File: src/rtl/nes_bk_pkg.sv
// Shared types and constants for the NES save-state backup sequencer.
// The sector/slot defaults set a 64 x 512B (32KB) slot, with four slots.
package nes_bk_pkg;

   localparam int SECTOR_BITS_DEF = 6;
   localparam int SLOT_BITS_DEF   = 2;
   localparam int SECTORS         = 2 ** SECTOR_BITS_DEF;
   localparam int LBA_W           = 32;

   typedef enum logic [1:0] {
      IDLE = 2'd0,
      REQ  = 2'd1,
      XFER = 2'd2
   } state_t;

endpackage

File: src/rtl/nes_bk_watchdog.sv
// Sector acknowledge watchdog: counts cycles spent waiting on the HPS side
// and flags the cycle that completes 2^W-1 cycles without an ack edge.
module nes_bk_watchdog #(
   parameter int W = 24
) (
   input  logic clk,
   input  logic reset_n,
   input  logic clear,
   input  logic run,
   output logic expire
);

   localparam logic [W-1:0] MAX  = '1;
   localparam logic [W-1:0] LAST = MAX - W'(1);

   logic [W-1:0] count;

   always_ff @(posedge clk or negedge reset_n) begin
      if (!reset_n) begin
         count <= '0;
      end else if (clear) begin
         count <= '0;
      end else if (run && count != MAX) begin
         count <= count + W'(1);
      end
   end

   // Fires as the counter steps onto its maximum, so the owner reacts on that same edge.
   assign expire = run & ~clear & (count == LAST);

endmodule

File: src/rtl/nes_bk_sequencer.sv
// Turns OSD load/save level requests into a run of sector reads/writes on the
// hps_io sd_* interface, with slot-based LBA and a NES-reset hold during loads.
module nes_bk_sequencer
   import nes_bk_pkg::*;
#(
   parameter int SECTOR_BITS = SECTOR_BITS_DEF,
   parameter int SLOT_BITS   = SLOT_BITS_DEF,
   parameter int TIMEOUT_W   = 24
) (
   input  logic                 clk,
   input  logic                 reset_n,
   input  logic                 enable,
   input  logic                 load_req,
   input  logic                 save_req,
   input  logic [SLOT_BITS-1:0] slot,
   input  logic                 sd_ack,
   output logic [LBA_W-1:0]     sd_lba,
   output logic                 sd_rd,
   output logic                 sd_wr,
   output logic                 busy,
   output logic                 loading,
   output logic                 done,
   output logic                 timeout_err,
   output state_t               dbg_state
);

   // sd_rd/sd_wr is a request held until the first sd_ack rise; the sector is
   // complete on the following sd_ack fall, after which the next request may be raised.

   state_t                 state;
   logic                   old_load;
   logic                   old_save;
   logic                   old_ack;
   logic                   is_load;
   logic                   abort_pend;
   logic [SLOT_BITS-1:0]   slot_q;
   logic [SECTOR_BITS-1:0] sector;
   logic [SECTOR_BITS-1:0] sector_nxt;
   logic                   load_go;
   logic                   save_go;
   logic                   ack_rise;
   logic                   ack_fall;
   logic                   wd_clear;
   logic                   wd_run;
   logic                   wd_expire;

   assign load_go    = load_req & enable & ~old_load;
   assign save_go    = save_req & enable & ~old_save;
   assign ack_rise   = sd_ack & ~old_ack;
   assign ack_fall   = ~sd_ack & old_ack;
   assign sector_nxt = sector + SECTOR_BITS'(1);
   assign wd_run     = (state != IDLE);
   assign wd_clear   = (state == IDLE) | ack_rise | ack_fall;
   assign dbg_state  = state;

   nes_bk_watchdog #(
      .W(TIMEOUT_W)
   ) u_watchdog (
      .clk    (clk),
      .reset_n(reset_n),
      .clear  (wd_clear),
      .run    (wd_run),
      .expire (wd_expire)
   );

   always_ff @(posedge clk or negedge reset_n) begin
      if (!reset_n) begin
         state       <= IDLE;
         old_load    <= 1'b1;
         old_save    <= 1'b1;
         old_ack     <= 1'b1;
         is_load     <= 1'b0;
         abort_pend  <= 1'b0;
         slot_q      <= '0;
         sector      <= '0;
         sd_lba      <= '0;
         sd_rd       <= 1'b0;
         sd_wr       <= 1'b0;
         busy        <= 1'b0;
         loading     <= 1'b0;
         done        <= 1'b0;
         timeout_err <= 1'b0;
      end else begin
         old_load <= load_req & enable;
         old_save <= save_req & enable;
         old_ack  <= sd_ack;
         done     <= 1'b0;

         case (state)
            IDLE: begin
               // Load wins when both edges land together; the save edge is dropped.
               if (load_go || save_go) begin
                  slot_q      <= slot;
                  sector      <= '0;
                  is_load     <= load_go;
                  abort_pend  <= 1'b0;
                  sd_lba      <= LBA_W'({slot, {SECTOR_BITS{1'b0}}});
                  sd_rd       <= load_go;
                  sd_wr       <= ~load_go;
                  busy        <= 1'b1;
                  loading     <= load_go;
                  timeout_err <= 1'b0;
                  state       <= REQ;
               end
            end

            REQ: begin
               if (ack_rise) begin
                  sd_rd      <= 1'b0;
                  sd_wr      <= 1'b0;
                  abort_pend <= ~enable;
                  state      <= XFER;
               end else if (!enable || wd_expire) begin
                  sd_rd       <= 1'b0;
                  sd_wr       <= 1'b0;
                  busy        <= 1'b0;
                  loading     <= 1'b0;
                  timeout_err <= enable;
                  state       <= IDLE;
               end
            end

            XFER: begin
               if (ack_fall) begin
                  if (abort_pend || !enable) begin
                     busy    <= 1'b0;
                     loading <= 1'b0;
                     state   <= IDLE;
                  end else if (&sector) begin
                     busy    <= 1'b0;
                     loading <= 1'b0;
                     done    <= 1'b1;
                     state   <= IDLE;
                  end else begin
                     sector <= sector_nxt;
                     sd_lba <= LBA_W'({slot_q, sector_nxt});
                     sd_rd  <= is_load;
                     sd_wr  <= ~is_load;
                     state  <= REQ;
                  end
               end else if (wd_expire) begin
                  busy        <= 1'b0;
                  loading     <= 1'b0;
                  timeout_err <= 1'b1;
                  state       <= IDLE;
               end else if (!enable) begin
                  // HPS is mid-sector; let it finish before backing out.
                  abort_pend <= 1'b1;
               end
            end

            default: state <= IDLE;
         endcase
      end
   end

endmodule

File: config.mk
export PLATFORM = sky130hd
export DESIGN_NAME = nes_bk_sequencer
export DESIGN_NICKNAME = d
export VERILOG_FILES = /design/src/rtl/nes_bk_pkg.sv /design/src/rtl/nes_bk_watchdog.sv /design/src/rtl/nes_bk_sequencer.sv
export SDC_FILE = /design/constraint.sdc
export NUM_CORES = 1
export LEC_CHECK = 0
export BUFFER_PORTS_ARGS = -buffer_cell sky130_fd_sc_hd__buf_4
export CORE_ASPECT_RATIO = 1.1
export CORE_MARGIN = 10
export CORE_UTILIZATION = 40
export CTS_CLUSTER_DIAMETER = 50
export DETAILED_ROUTE_END_ITERATION = 10
export PLACE_DENSITY = 0.65
export SLEW_MARGIN = 0
export SYNTH_ARGS = -nofsm -noshare
export SYNTH_HDL_FRONTEND = slang
export SYNTH_SLANG_ARGS = --single-unit
File: constraint.sdc
create_clock -name clk -period 4.39 [get_ports clk]
set_input_delay 0.439 -clock clk [delete_from_list [all_inputs] [get_ports clk]]
set_output_delay 0.439 -clock clk [all_outputs]
set_load 0.03 [all_outputs]
==> flow_metrics.tcl <==
set metrics [dict create \
    multiInputGateArea_um2 1490 \
    min_path_type "in -> async" \
    tightest_slew_ns 0.837 \
    fin_crit_sh 0.544 \
    status "finished, final reports clean" \
    grt_overflow_total 0 \
    p_leak_nw 1.36 \
    ff_latch_area_um2 1180 \
    drc_errors 0 \
    wl_um 6240 \
    utilization 0.446 \
    critPathLaunch "dbg_state[0]" \
    clkPwrFrac 0.189 \
    ys_async_sr_fraction 1.00 \
    synth_edf_count 0 \
    synth_top_area_frac 0.386 \
    yosysWarnings 0 \
    fin_cells 414 \
    final_area_um2 3110 \
    die-height_um 109 \
    whs_ns 0.112 \
    clock_sinks 47 \
    cts_resized 0 \
    io_pins 48 \
    startpoint_type "flip-flop" \
    required_ns 4.61 \
    via_per_inst 5.36 \
    grt_max_degree 48 \
    root_buffer "clkbuf_8" \
    die_x_um 100 \
    ant_nets 0 \
    crit_end "sector[4]" \
    rows 32 \
    ys_seq_elements 47 \
    clk_pin_slew_ns 0.11 \
    drive_gt1_frac 0.161 \
    start_util 0.409 \
    route.vias.total 2220 \
    rsz0062_at_grt "no" \
    seq_power_share 0.379 \
    tritoncts "yes" \
    period_needed_ns 2.39 \
    wl_per_cell_um 15.1 \
    rrSetupSlack_ns 2.00 \
    fill_cells 715 \
    r2r-end "sector[4]" \
    setup_viol 0 \
    synth_cell_type_count 58 \
    clock_skew_ns 0.0138 \
    r2r-start "dbg_state[0]" \
    max_freq_mhz 419 \
    crit_type "reg -> reg" \
    crit_arrival_ns 2.61 \
    pwr-share-comb 0.432 \
    synth_area_leaders "dfrtp_1, buf_4, xnor2_1" \
    yosysTopAreaCell "dfrtp_1" \
    placed_area_um2 3020 \
    synth_area_um2 2850 \
    grt_util_all_layers 0.115 \
    synthCells 305 \
    final_nets 344 \
    area_growth_pct 9.04 \
    p_sw_frac 0.417 \
    ys_seq_area_frac 0.414 \
    final_max_slew_viol_count 0 \
    cts_max_level 2 \
    drt_iter0_markers 81 \
    grt_pass1_vias 2238 \
    hold_viol 0 \
    cts_setup_buffers 0 \
    ir_worst_vdd_mv 0.217 \
    rr_worst_depth 6 \
    die_area_um2 10900 \
    place_hpwl_um 4610 \
    antenna_found_initial 0 \
    max_cap_viol_count 0 \
    firstDrtPassIters 4 \
    internal_power_w 0.000860 \
    cts_buffers 5 \
    power.density_nw_per_um2 475 \
    avgSynthCellArea_um2 9.35 \
    worst_skew_pair.late_latency_ns 0.32 \
    coreArea_um2 6970 \
    routabilityCongestion 0.805 \
    final.setup.tns_ns 0 \
    cts.hold.buffers_added 0 \
    yosys_most_used_dff "dfrtp_1" \
    placed_cells 406 \
    diodes 0 \
    grt_pass1_wl_um 10700 \
    worstPathMaxFanout 17 \
    io_buffers 23 \
    cts_buffer_depth 2 \
    switchingPower_w 0.000615 \
    maxSlewHeadroom 0.437 \
    cp-end-kind "flip-flop" \
]
## placed cells by master, fill, tap and decap left out, types with 2 or more instances in the layout
cell	count
a2111oi_0	3
a211oi_1	6
a21oi_1	17
a22o_1	2
a31oi_1	3
and2_1	3
and3_1	4
and4_1	3
buf_4	24
clkbuf_8	5
clkinvlp_4	2
conb_1	24
dfrtp_1	44
dfstp_2	3
ha_1	8
inv_1	16
mux2_2	4
mux2i_1	7
nand2_1	21
nand3_1	13
nand3b_1	2
nand4_1	8
nor2_1	25
nor2b_1	2
nor3_1	11
nor4_1	3
o211ai_1	3
o21ai_0	13
or2_2	2
or3_1	4
or3_2	2
xnor2_1	15
## through the flow
step | setup WS [ns] | total power (W)
after global placement | 2.06 | 0.00120
after detailed placement | 2.00 | 0.00121
final | 2.00 | 0.00148
after CTS | 1.99 | 0.00149
after floorplan | 2.16 | 0.00105
after global routing | 1.69 | 0.00158
## worst max-delay path, cell delays in order, from the launching register on
cell,delay (ns)
dfrtp_1,0.45
inv_1,0.10
ha_1,0.56
o211ai_1,0.25
a22oi_1,0.56
nand2_1,0.10
a22o_1,0.25
## state kept, by name (all words and copies together), names as in the netlist, 2 cells and up
signal	cells
sd_lba	3
u_watchdog.count	24
dbg_state	2
slot_q	2
sector	5
## Yosys cell counts (all sizes together), types with 2 or more instances
cell,number
clkbuf,6
nand3b,2
a211oi,6
ha,8
and4,4
o21ai,14
a21oi,17
inv,16
mux2,5
and2,4
nand4,10
a2111oi,3
and3,4
nor3,11
mux2i,7
nor4,5
dfrtp,44
and2b,2
nand2,21
or3,6
nor2b,2
buf,25
a22o,2
nor2,25
nand3,13
xnor2,15
o211ai,3
dfstp,3
a31oi,3
or2,2
## worst min-delay path by stage
stage,to,startpoint,cells past startpoint
2_1_floorplan,abort_pend,reset_n,0
3_3_place_gp,sd_lba[5],reset_n,1
3_5_place_dp,sd_lba[5],reset_n,1
4_1_cts,sd_lba[5],reset_n,1
5_1_grt,sd_lba[5],reset_n,1
6_report,sd_lba[5],reset_n,1
## logic make-up (layout without fill, tap and decap cells)
| logic type | count (synthesis) | in the layout | synth area share |
|---|---|---|---|
| compound gates | 58 | 58 | 0.130 |
| xor+xnor | 15 | 15 | 0.0461 |
| fa+ha+maj | 8 | 8 | 0.0351 |
| buf+inv | 47 | 48 | 0.0939 |
| flops | 47 | 47 | 0.414 |
| mux | 12 | 12 | 0.0457 |
| other cells | 1 | 24 | 0.00132 |
| simple gates | 117 | 117 | 0.234 |
## power groups by stage
stage | sequential [W] | combinational, W | clock [W]
global placement | 0.000563 | 0.000634 | 0
CTS | 0.000560 | 0.000643 | 0.000291
global route | 0.000569 | 0.000704 | 0.000303
detailed placement | 0.000569 | 0.000640 | 0
floorplan | 0.000636 | 0.000411 | 0
finish | 0.000559 | 0.000637 | 0.000279
## final cells by class
type | count | area share
clock buffer | 5 | 0.0221
tap | 85 | 0.0342
clock inverter | 3 | 0.00765
timing repair buffer | 24 | 0.0580
sequential | 47 | 0.380
multi-input combinational | 234 | 0.479
inverter | 16 | 0.0193
## per-layer routing
metal  vias to the layer above  track usage  part of all wire
met5                         -            0                 0
li1                       1083            -                 -
met3                         8       0.0313             0.055
met1                      1083        0.136              0.42
met4                         0       0.0333             0.010
met2                        46        0.199              0.51
Note: power is estimated with default switching activity, not from simulation.
